[src/rtl/posit_link_pkg.sv]
// Shared definitions for the posit link host: FSM states, transfer sizes,
// read-slot layout and the write-byte selector.
package posit_link_pkg;

  localparam int unsigned WR_BYTES = 4;
  localparam int unsigned RD_BYTES = 12;

  // Read-slot layout returned by the posit unit
  localparam int unsigned SLOT_ECHO_A_LO = 0;
  localparam int unsigned SLOT_ECHO_A_HI = 1;
  localparam int unsigned SLOT_ECHO_B_LO = 2;
  localparam int unsigned SLOT_ECHO_B_HI = 3;
  localparam int unsigned SLOT_SRE_A     = 4;
  localparam int unsigned SLOT_SRE_B     = 5;
  localparam int unsigned SLOT_MANT_A_LO = 6;
  localparam int unsigned SLOT_MANT_A_HI = 7;
  localparam int unsigned SLOT_MANT_B_LO = 8;
  localparam int unsigned SLOT_MANT_B_HI = 9;
  localparam int unsigned SLOT_POSIT_LO  = 10;
  localparam int unsigned SLOT_POSIT_HI  = 11;

  typedef enum logic [2:0] {
    StIdle,
    StWrWaitRdy,
    StWrWaitTake,
    StRdWaitRdy,
    StRdWaitTake,
    StDone
  } state_e;

  // Write order: a lo, a hi, b lo, b hi
  function automatic logic [7:0] wr_byte(input logic [15:0] a, input logic [15:0] b,
                                         input logic [1:0] idx);
    logic [7:0] r;
    unique case (idx)
      2'd0: r = a[7:0];
      2'd1: r = a[15:8];
      2'd2: r = b[7:0];
      2'd3: r = b[15:8];
    endcase
    return r;
  endfunction

endpackage

[src/rtl/posit_link_if.sv]
// Byte link between the host and the posit unit.
//   link_data_o / link_wr_valid_o : host -> unit write byte and strobe
//   link_wr_ready_i               : unit ready to accept a byte
//   link_rd_data_i / link_rd_ready_i : unit -> host byte and availability
//   link_rd_ack_o                 : host acknowledge of a read byte
interface posit_link_if;
  logic [7:0] link_data_o;
  logic       link_wr_valid_o;
  logic       link_wr_ready_i;
  logic       link_rd_ack_o;
  logic       link_rd_ready_i;
  logic [7:0] link_rd_data_i;

  modport master (
    output link_data_o, link_wr_valid_o, link_rd_ack_o,
    input  link_wr_ready_i, link_rd_ready_i, link_rd_data_i
  );

  modport slave (
    input  link_data_o, link_wr_valid_o, link_rd_ack_o,
    output link_wr_ready_i, link_rd_ready_i, link_rd_data_i
  );
endinterface

[src/rtl/link_sync.sv]
// Flop-chain synchronizer for a single asynchronous level.
//   clk, rst : clock, synchronous active-high reset (clears the chain)
//   d        : asynchronous input
//   q        : synchronized output, SYNC_STAGES cycles later
// SYNC_STAGES must be at least 2.
module link_sync #(
  parameter int unsigned SYNC_STAGES = 2
) (
  input  logic clk,
  input  logic rst,
  input  logic d,
  output logic q
);
  logic [SYNC_STAGES-1:0] chain_q;

  always_ff @(posedge clk) begin
    if (rst) chain_q <= '0;
    else     chain_q <= {chain_q[SYNC_STAGES-2:0], d};
  end

  assign q = chain_q[SYNC_STAGES-1];
endmodule

[src/rtl/posit_link_host.sv]
// Host side of the posit unit byte link: sends two 16-bit operands as four
// bytes, reads back twelve result bytes and presents them as decoded fields.
//   clk, rst            : clock, synchronous active-high reset
//   start, operand_a/b  : transaction request and operands (taken in idle only)
//   busy, done, timeout_err, echo_mismatch : status
//   res_*               : captured result fields, updated together on done
//   link                : byte link to the posit unit
module posit_link_host
  import posit_link_pkg::*;
#(
  parameter int unsigned SYNC_STAGES    = 2,
  parameter int unsigned TIMEOUT_CYCLES = 1023
) (
  input  logic        clk,
  input  logic        rst,
  input  logic        start,
  input  logic [15:0] operand_a,
  input  logic [15:0] operand_b,
  output logic        busy,
  output logic        done,
  output logic        timeout_err,
  output logic        echo_mismatch,
  output logic [15:0] res_echo_a,
  output logic [15:0] res_echo_b,
  output logic [5:0]  res_sre_a,
  output logic [5:0]  res_sre_b,
  output logic [11:0] res_mant_a,
  output logic [11:0] res_mant_b,
  output logic [15:0] res_posit,
  posit_link_if.master link
);
  localparam int unsigned CntW = $clog2(TIMEOUT_CYCLES + 1);
  localparam logic [CntW-1:0] TmoLast = CntW'(TIMEOUT_CYCLES - 1);

  state_e          state_q, state_d;
  logic [1:0]      wr_idx_q, wr_idx_d;
  logic [3:0]      rd_idx_q, rd_idx_d;
  logic [CntW-1:0] tmo_cnt_q;
  logic            tmo_hit, in_wait;
  logic            wr_rdy_s, rd_rdy_s;
  logic [15:0]     op_a_q, op_b_q;
  logic [7:0]      data_q;
  logic            wr_valid_q, rd_ack_q, done_q, timeout_q, mismatch_q;
  logic [7:0]      slot_q [RD_BYTES];
  logic [15:0]     echo_a_w, echo_b_w;
  logic            unused_slot_bits;

  link_sync #(.SYNC_STAGES(SYNC_STAGES)) u_sync_wr (
    .clk(clk), .rst(rst), .d(link.link_wr_ready_i), .q(wr_rdy_s)
  );
  link_sync #(.SYNC_STAGES(SYNC_STAGES)) u_sync_rd (
    .clk(clk), .rst(rst), .d(link.link_rd_ready_i), .q(rd_rdy_s)
  );

  assign echo_a_w = {slot_q[SLOT_ECHO_A_HI], slot_q[SLOT_ECHO_A_LO]};
  assign echo_b_w = {slot_q[SLOT_ECHO_B_HI], slot_q[SLOT_ECHO_B_LO]};
  // Upper bits of the sre/mant-hi slots carry no information
  assign unused_slot_bits = ^{slot_q[SLOT_SRE_A][7:6], slot_q[SLOT_SRE_B][7:6],
                              slot_q[SLOT_MANT_A_HI][7:4], slot_q[SLOT_MANT_B_HI][7:4]};

  always_comb begin
    state_d  = state_q;
    wr_idx_d = wr_idx_q;
    rd_idx_d = rd_idx_q;
    tmo_hit  = 1'b0;
    in_wait  = state_q inside {StWrWaitRdy, StWrWaitTake, StRdWaitRdy, StRdWaitTake};
    unique case (state_q)
      StIdle: if (start) begin
        state_d  = StWrWaitRdy;
        wr_idx_d = '0;
      end
      StWrWaitRdy: if (wr_rdy_s) state_d = StWrWaitTake;
      StWrWaitTake: if (!wr_rdy_s) begin
        if (wr_idx_q == 2'(WR_BYTES - 1)) begin
          rd_idx_d = '0;
          state_d  = StRdWaitRdy;
        end else begin
          wr_idx_d = wr_idx_q + 1'b1;
          state_d  = StWrWaitRdy;
        end
      end
      StRdWaitRdy: if (rd_rdy_s) state_d = StRdWaitTake;
      StRdWaitTake: if (!rd_rdy_s) begin
        if (rd_idx_q == 4'(RD_BYTES - 1)) begin
          state_d = StDone;
        end else begin
          rd_idx_d = rd_idx_q + 1'b1;
          state_d  = StRdWaitRdy;
        end
      end
      StDone:  state_d = StIdle;
      default: state_d = StIdle;
    endcase
    // Abort overrides any progress made in the same cycle
    if (in_wait && tmo_cnt_q == TmoLast) begin
      tmo_hit = 1'b1;
      state_d = StIdle;
    end
  end

  always_ff @(posedge clk) begin
    if (rst) begin
      state_q    <= StIdle;
      wr_idx_q   <= '0;
      rd_idx_q   <= '0;
      tmo_cnt_q  <= '0;
      op_a_q     <= '0;
      op_b_q     <= '0;
      data_q     <= '0;
      wr_valid_q <= 1'b0;
      rd_ack_q   <= 1'b0;
      done_q     <= 1'b0;
      timeout_q  <= 1'b0;
      mismatch_q <= 1'b0;
      for (int i = 0; i < RD_BYTES; i++) slot_q[i] <= '0;
      res_echo_a <= '0;
      res_echo_b <= '0;
      res_sre_a  <= '0;
      res_sre_b  <= '0;
      res_mant_a <= '0;
      res_mant_b <= '0;
      res_posit  <= '0;
    end else begin
      state_q    <= state_d;
      wr_idx_q   <= wr_idx_d;
      rd_idx_q   <= rd_idx_d;
      tmo_cnt_q  <= (state_d != state_q || !in_wait) ? '0 : tmo_cnt_q + 1'b1;
      // Valid/ack are flags of the take states, so they can never overlap
      wr_valid_q <= (state_d == StWrWaitTake);
      rd_ack_q   <= (state_d == StRdWaitTake);
      done_q     <= (state_d == StDone);
      timeout_q  <= tmo_hit;
      if (state_q == StIdle && start) begin
        op_a_q <= operand_a;
        op_b_q <= operand_b;
      end
      if (state_q == StWrWaitRdy && state_d == StWrWaitTake) begin
        data_q <= wr_byte(op_a_q, op_b_q, wr_idx_q);
      end
      if (state_q == StRdWaitRdy && state_d == StRdWaitTake) begin
        slot_q[rd_idx_q] <= link.link_rd_data_i;
      end
      if (state_d == StDone) begin
        res_echo_a <= echo_a_w;
        res_echo_b <= echo_b_w;
        res_sre_a  <= slot_q[SLOT_SRE_A][5:0];
        res_sre_b  <= slot_q[SLOT_SRE_B][5:0];
        res_mant_a <= {slot_q[SLOT_MANT_A_HI][3:0], slot_q[SLOT_MANT_A_LO]};
        res_mant_b <= {slot_q[SLOT_MANT_B_HI][3:0], slot_q[SLOT_MANT_B_LO]};
        res_posit  <= {slot_q[SLOT_POSIT_HI], slot_q[SLOT_POSIT_LO]};
        mismatch_q <= (echo_a_w != op_a_q) || (echo_b_w != op_b_q);
      end
    end
  end

  assign busy                 = (state_q != StIdle);
  assign done                 = done_q;
  assign timeout_err          = timeout_q;
  assign echo_mismatch        = mismatch_q;
  assign link.link_data_o     = data_q;
  assign link.link_wr_valid_o = wr_valid_q;
  assign link.link_rd_ack_o   = rd_ack_q;
endmodule

[src/flat_wrapper.sv]
// flat-port wrapper written by rule: the top's interface ports become plain ports
module posit_link_host_flat import posit_link_pkg::*;
#(
  parameter int unsigned SYNC_STAGES    = 2,
  parameter int unsigned TIMEOUT_CYCLES = 1023
)
  (clk, rst, start, operand_a, operand_b, busy, done, timeout_err, echo_mismatch, res_echo_a, res_echo_b, res_sre_a, res_sre_b, res_mant_a, res_mant_b, res_posit, link_link_data_o, link_link_wr_valid_o, link_link_rd_ack_o, link_link_wr_ready_i, link_link_rd_ready_i, link_link_rd_data_i);
  posit_link_if link_i ();
  input  logic clk;
  input  logic rst;
  input  logic start;
  input  logic [15:0] operand_a;
  input  logic [15:0] operand_b;
  output logic busy;
  output logic done;
  output logic timeout_err;
  output logic echo_mismatch;
  output logic [15:0] res_echo_a;
  output logic [15:0] res_echo_b;
  output logic [5:0] res_sre_a;
  output logic [5:0] res_sre_b;
  output logic [11:0] res_mant_a;
  output logic [11:0] res_mant_b;
  output logic [15:0] res_posit;
  output wire logic [$bits(link_i.link_data_o)-1:0] link_link_data_o;
  output wire logic [$bits(link_i.link_wr_valid_o)-1:0] link_link_wr_valid_o;
  output wire logic [$bits(link_i.link_rd_ack_o)-1:0] link_link_rd_ack_o;
  input wire logic [$bits(link_i.link_wr_ready_i)-1:0] link_link_wr_ready_i;
  input wire logic [$bits(link_i.link_rd_ready_i)-1:0] link_link_rd_ready_i;
  input wire logic [$bits(link_i.link_rd_data_i)-1:0] link_link_rd_data_i;
  assign link_link_data_o = link_i.link_data_o;
  assign link_link_wr_valid_o = link_i.link_wr_valid_o;
  assign link_link_rd_ack_o = link_i.link_rd_ack_o;
  assign link_i.link_wr_ready_i = link_link_wr_ready_i;
  assign link_i.link_rd_ready_i = link_link_rd_ready_i;
  assign link_i.link_rd_data_i = link_link_rd_data_i;
  posit_link_host #(.SYNC_STAGES(SYNC_STAGES), .TIMEOUT_CYCLES(TIMEOUT_CYCLES)) u_core (.clk(clk), .rst(rst), .start(start), .operand_a(operand_a), .operand_b(operand_b), .busy(busy), .done(done), .timeout_err(timeout_err), .echo_mismatch(echo_mismatch), .res_echo_a(res_echo_a), .res_echo_b(res_echo_b), .res_sre_a(res_sre_a), .res_sre_b(res_sre_b), .res_mant_a(res_mant_a), .res_mant_b(res_mant_b), .res_posit(res_posit), .link(link_i));
endmodule
[config.mk]
export PLATFORM = sky130hd
export DESIGN_NAME = posit_link_host_flat
export DESIGN_NICKNAME = d
export VERILOG_FILES = /design/src/rtl/posit_link_pkg.sv /design/src/rtl/posit_link_if.sv /design/src/rtl/link_sync.sv /design/src/rtl/posit_link_host.sv /design/src/flat_wrapper.sv
export SDC_FILE = /design/constraint.sdc
export NUM_CORES = 1
export LEC_CHECK = 0
export ABC_AREA = 0
export BUFFER_PORTS_ARGS = -buffer_cell sky130_fd_sc_hd__buf_4
export CELL_PAD_IN_SITES_DETAIL_PLACEMENT = 0
export CELL_PAD_IN_SITES_GLOBAL_PLACEMENT = 2
export CORE_UTILIZATION = 38
export CTS_CLUSTER_DIAMETER = 120
export DETAILED_ROUTE_END_ITERATION = 10
export GPL_TIMING_DRIVEN = 1
export PLACE_DENSITY = 0.81
export REMOVE_ABC_BUFFERS = 1
export SLEW_MARGIN = 0
export SYNTH_ARGS = -nofsm -noshare
export SYNTH_HDL_FRONTEND = slang
export SYNTH_SLANG_ARGS = --single-unit
[constraint.sdc]
create_clock -name clk -period 3.79 [get_ports clk]
set_clock_uncertainty 0.15 [all_clocks]
set_input_delay 0.1895 -clock clk [delete_from_list [all_inputs] [get_ports clk]]
set_output_delay 0.1895 -clock clk [all_outputs]
set_load 0.005 [all_outputs]
==> results.ini, run 1 <==
[die]
die-height_um=160
rows=57
die_w_um=160
die_area_um2=25600
design.core.area_um2=24400
io_pins=143
start_util=0.388

[synthesis]
ys_ff_latch=236
synth_area_per_cell_um2=9.61
synthMuxAreaShare=0.0106
synth_top_family_by_area=simple AND/OR/NAND/NOR gates
synth-edff-count=84
synth_area_um2=9470
ys_top_cells_by_count=nand2_1 (266), dfxtp_1 (152), a21oi_1 (122)
post-synth-top-area-fraction=0.321
synth.most_common_cell=nand2_1
seq_area_frac_synth=0.588
synth-compound-area-share=0.108
synth_area_leaders=dfxtp_1 (32%), edfxtp_1 (27%), nand2_1 (11%), a21oi_1 (6.4%), xnor2_1 (3.1%)
yosysTopAreaCell=dfxtp_1
synth_cells=985
synth_simple_gate_area_frac=0.207
synth-xor-area-share=0.0370
synth-main-ff-cell=dfxtp_1
async_flop_share=0
synth_fa_ha_area_frac=0.0143
yosysWarnings=0
synth_cell_types=61

[global_routing]
grt_pass1_vias=7141
antenna_found_initial=1
grt_overflow=0
grt_max_degree=157
grt_usage=0.192
grt_pass1_wl_um=39000
grt.met2_usage=0.321
grt-busiest-layer=met2
use_met1=0.259
gr-usage-met3=0.0319

[place]
dpl.hpwl_um=16700
place_congestion=0.784
dp_worst_setup_slack_ps=854
io_buffers=142

[worst_setup_path]
required_ps=3830
crit_fanout=19
reg2reg_from=u_core.state_q[0]$_SDFF_PP0_
r2r_setup_slack_ps=820
worstSetupStartpointType=register
crit_type=register to register
endpoint_kind=register
reg2reg_depth=5
r2r_end=u_core.slot_q[8][3]$_SDFFCE_PN0P_
arrival_ps=3010

[clock_tree]
clock_latency_ps=520
cts_resized=0
cts_hold_buffers=42
cts_buffer_depth=3
root_buffer=clkbuf_16
htreeDepth=1
cts.clk_slew.worst_paths_ps=60
cts_made_buffers=26
cts_setup_buffers=0
clkSinkCount=236
cts_tree=built

[sta]
worst_hold_slack_ps=101
setup_violations=0
maxSlewHeadroom=0.302
period_share=0.785
tightest_slew_ps=1050
final-max-slew-violation-count=0
rsz0062_at_grt=false
fin_crit_ps=2970
timing.fmax_mhz=336
worst_slack_ps=816
hold_viol_final=0

[routing]
dr.pass1.iters=6
via_per_inst=4.98
ant_nets=0
routed_wl_um=24800
wire_per_inst_um=16.7
vias=7381
drc=0
drtIter0Drc=569

[worst_hold_path]
hold_end=u_core.op_a_q[13]$_SDFFE_PP0P_
min_from=start
min_path_cells=5
min_path_type=input pin to register

[cells_and_area]
area_delta_synth_final_pct=26.8
final_nets=1194
drive_gt1_frac=0.172
postLayoutCoreUtil=0.492
antenna_cells=0

[power_and_ir_drop]
irDropWorstVdd_mv=0.363
power.density_nw_per_um2=456
p_total_uw=5480
leakagePower_uw=0.00452

[run_status]
status=finished, final reports clean

[flow_run]
max_cap_violations=0

[worst max-delay path by stage]
| stage | startpoint | to | slack (ps) | cells after the start |
|---|---|---|---|---|
| 4_1_cts | u_core.state_q[0]$_SDFF_PP0_ | u_core.slot_q[8][5]$_SDFFCE_PN0P_ | 840 | 5 |
| 3_5_place_dp | u_core.state_q[0]$_SDFF_PP0_ | u_core.slot_q[8][3]$_SDFFCE_PN0P_ | 850 | 5 |
| 5_1_grt | u_core.state_q[0]$_SDFF_PP0_ | u_core.slot_q[8][5]$_SDFFCE_PN0P_ | 650 | 5 |
| 3_3_place_gp | u_core.state_q[0]$_SDFF_PP0_ | u_core.slot_q[8][3]$_SDFFCE_PN0P_ | 850 | 5 |
| 6_report | u_core.state_q[0]$_SDFF_PP0_ | u_core.slot_q[8][3]$_SDFFCE_PN0P_ | 820 | 5 |
| 2_1_floorplan | u_core.state_q[0]$_SDFF_PP0_ | res_mant_a[0]$_SDFFE_PP0P_ | -2270 | 5 |
[state kept, by name (all words and copies together), names as in the netlist, 2 cells and up]
name and flops:
res_mant_b 12, u_core.op_a_q 16, u_core.res_echo_a 16, u_core.wr_idx_q 2, res_mant_a 12, u_core.u_sync_rd.chain_q 2
res_posit 16, u_core.res_echo_b 16, res_sre_a 6, u_core.link.link_data_o 8, u_core.u_sync_wr.chain_q 2, u_core.tmo_cnt_q 10
res_sre_b 6, u_core.op_b_q 16, u_core.rd_idx_q 4, u_core.slot_q 84, u_core.state_q 3
[critical path: stages, from the launching register on]
cell      delay [ps]
dfxtp_1          700
nand2_1           90
or4b_1           500
nand2b_4         190
nor3b_1          600
a21o_1           410
[power by group]
part           switching, uW  leakage (uW)  internal [uW]
combinational            143       0.00200            119
clock                    982      0.000421           1500
sequential              55.4       0.00210           2680
total                   1180       0.00452           4300
[cell type report]
type                       count  area, um^2
clock buffer                  43         800
clock inverter                 5        53.8
fill                        2408       12400
inverter                       7        26.3
multi-input combinational    677        3590
sequential                   236        5570
tap                          324         405
timing repair buffer         191        1560
[logic make-up (layout without fill, tap and decap cells)]
logic type / Yosys count / count (layout)
muxes: 10 / 10
buffers and inverters: 72 / 246
adders and majority gates: 11 / 11
xor gates and xnor gates: 40 / 40
and+or+nand+nor: 442 / 442
DFF: 236 / 236
AOI/OAI and AO/OA: 174 / 174
[layout by cell type (no fill, tap or decap), drive strengths merged, types with 5 or more instances in the layout]
cell type / instances
a21o: 13
a21oi: 122
a222oi: 8
and3: 32
buf: 149
clkbuf: 43
dfxtp: 152
dlygate4sd3: 42
edfxtp: 84
ha: 10
inv: 7
mux2i: 10
nand2: 266
nand4: 12
nor2: 72
nor2b: 5
nor3: 17
o21ai: 13
xnor2: 34
xor2: 6
[through the flow]
stage          instance area (um^2)  setup TNS (ps)  cells
2_1_floorplan                  9160         -190480    920
3_3_place_gp                  10700               0   1393
3_5_place_dp                  10700               0   1393
4_1_cts                       12000               0   1483
5_1_grt                       12000               0   1483
6_report                      12000               0   1483
[routing by layer]
metal / vias up / routed length, um
met5: - / 0
met1: 3485 / 11200
li1: 3683 / -
met2: 183 / 11800
met3: 30 / 1290
met4: 0 / 515
Note: power is estimated with default switching activity, not from simulation.
==> run 2: changes to the inputs <==
--- a/config.mk
+++ b/config.mk
@@ -9,11 +9,11 @@
 export BUFFER_PORTS_ARGS = -buffer_cell sky130_fd_sc_hd__buf_4
 export CELL_PAD_IN_SITES_DETAIL_PLACEMENT = 0
 export CELL_PAD_IN_SITES_GLOBAL_PLACEMENT = 2
-export CORE_UTILIZATION = 38
+export CORE_UTILIZATION = 35
 export CTS_CLUSTER_DIAMETER = 120
 export DETAILED_ROUTE_END_ITERATION = 10
 export GPL_TIMING_DRIVEN = 1
-export PLACE_DENSITY = 0.81
+export PLACE_DENSITY = 0.75
 export REMOVE_ABC_BUFFERS = 1
 export SLEW_MARGIN = 0
 export SYNTH_ARGS = -nofsm -noshare
==> constraint.sdc (replaced) <==
create_clock -name clk -period 3.1 [get_ports clk]
set_clock_uncertainty 0.15 [all_clocks]
set_input_delay 0.155 -clock clk [delete_from_list [all_inputs] [get_ports clk]]
set_output_delay 0.155 -clock clk [all_outputs]
set_load 0.005 [all_outputs]
==> run 2 against run 1 <==
  * The run now ends with design-rule violations left
  * Sequential power rose by 22%
  * Non-clock buffer count increased by 12
  * Sequential cell count is the same
  * Wire length rose by 2.7%
  * Clock-buffer cell count decreased by 3
  * Largest power group unchanged
  * Via count is 0.68% higher
  * Core utilization fell by 3.0 points
  * Setup slack worse by 270 ps
==> results.ini, run 2 (same netlist as run 1, synthesis figures left out) <==
[run_status]
status=finished with violations
violations=design-rule violations

[routing]
wire_per_inst_um=16.9  ; +1.1%
drtIter0Drc=569  ; unchanged
ant_nets=0  ; unchanged
via_per_inst=4.93  ; -0.93%
drc=10  ; +10
dr.pass1.iters=9  ; +3
routed_wl_um=25500  ; +2.7%
vias=7431  ; +0.68%

[cells_and_area]
final_nets=1207  ; +1.1%
final_area_um2=12100  ; +1.1%
largest_register=u_core.slot_q
finalNonFillerCells=1507  ; +1.6%
largest_register_ffs=84  ; unchanged
final_common_cell=nand2_1
most-common-layout-cells=nand2_1 (266), buf_4 (158), dfxtp_1 (152), a21oi_1 (122), edfxtp_1 (84)
antenna_cells=0  ; unchanged
drive_gt1_frac=0.184  ; +0.0126
area_delta_synth_final_pct=28.2

[place]
place_congestion=0.776  ; -1.0%
dp_cells=1416  ; +1.7%
dp_worst_setup_slack_ps=542  ; -311 ps
dpl.hpwl_um=17100  ; +2.6%
io_buffers=142  ; unchanged
place_area_um2=10800  ; +1.1%

[power_and_ir_drop]
p_total_uw=6730  ; +23%
irDropWorstVdd_mv=0.349  ; -3.8%
power.density_nw_per_um2=554  ; +21%
leakagePower_uw=0.00460  ; +1.8%

[clock_tree]
clkSinkCount=236  ; unchanged
root_buffer=clkbuf_16
cts_tree=built
cts_made_buffers=27  ; +3.8%
cts_buffer_depth=3  ; unchanged
htreeDepth=1  ; unchanged
clock_latency_ps=520  ; about the same
cts.clk_slew.worst_paths_ps=60  ; about the same

[global_routing]
grt_pass1_vias=7257  ; +1.6%
grt_overflow=0  ; unchanged
grt_pass1_wl_um=40100  ; +2.7%
grt_usage=0.182  ; -0.0102
grt_max_degree=157  ; unchanged
antenna_found_initial=0  ; -1

[die]
rows=59  ; +3.5%
design.core.area_um2=26300  ; +7.7%
io_pins=143  ; unchanged
die_w_um=166  ; +4.1%
start_util=0.360  ; -0.0279
die_area_um2=27700  ; +8.5%
die-height_um=166  ; +4.1%

[worst_hold_path]
min_path_type=input pin to register

[sta]
rsz0062_at_grt=false
period_share=0.823  ; +0.0380
fin_setup_tns_ps=0  ; unchanged
maxSlewHeadroom=0.476  ; +0.174
setup_violations=0  ; unchanged
timing.fmax_mhz=392  ; +17%
fin_crit_ps=2550  ; -424 ps
worst_slack_ps=550  ; -266 ps
tightest_slew_ps=779  ; -269 ps
hold_viol_final=0  ; unchanged
final-max-slew-violation-count=0  ; unchanged

[flow_run]
max_cap_violations=0  ; unchanged

[worst_setup_path]
crit_fanout=16  ; -3
endpoint_kind=register
worstSetupStartpointType=register
arrival_ps=2590  ; -420 ps
crit_type=register to register
required_ps=3140  ; -690 ps

-- run 2: per-stage QoR --
step,hold WS (ps),utilization
after global routing,102,0.462
after CTS,44.4,0.462
final,71.0,0.462
after global placement,222,0.413
after floorplan,74.1,-
after detailed placement,220,0.413
-- run 2: worst paths after layout --
kind                                                        startpoint                                endpoint  slack, ps  depth (start not counted)
worst max-delay path                      u_core.state_q[1]$_SDFF_PP0_       u_core.slot_q[8][7]$_SDFFCE_PN0P_        550                          6
worst min-delay path                                             start           u_core.op_b_q[2]$_SDFFE_PP0P_         70                          5
worst max register to register            u_core.state_q[1]$_SDFF_PP0_       u_core.slot_q[8][7]$_SDFFCE_PN0P_        550                          6
worst min register to register  u_core.u_sync_rd.chain_q[0]$_SDFF_PP0_  u_core.u_sync_rd.chain_q[1]$_SDFF_PP0_        280                          1
-- run 2: worst max-delay path: stages (launching register included) --
cell	delay, ps
dfxtp_1	610
nand2_1	80
or4b_1	500
nand2b_4	190
nor3b_1	200
buf_4	170
a21o_1	310
-- run 2: repair_timing --
item,CTS,global route
hold buffers,42,0
buffers inserted,0,0
endpoints found under the hold margin,118,0
resized for setup,0,0
-- run 2: final cells by class --
type / instances / area [um^2]
well taps: 335 / 419
inverters: 7 / 26.3
multi-input cells: 677 / 3590
clock inverters: 9 / 50.0
flip-flops and latches: 236 / 5570
fillers: 2640 / 14100
clock buffers: 40 / 820
repair buffers: 203 / 1670
-- run 2: layer usage --
metal  routed length, um  track usage
met1               11900        0.247
met2               12100        0.305
met3                1040       0.0257
met4                 495       0.0455
met5                   0            0
-- run 2: report_power, final --
part | switching [uW] | internal [uW]
logic | 183 | 150
registers | 61.5 | 3270
clock network | 1240 | 1820
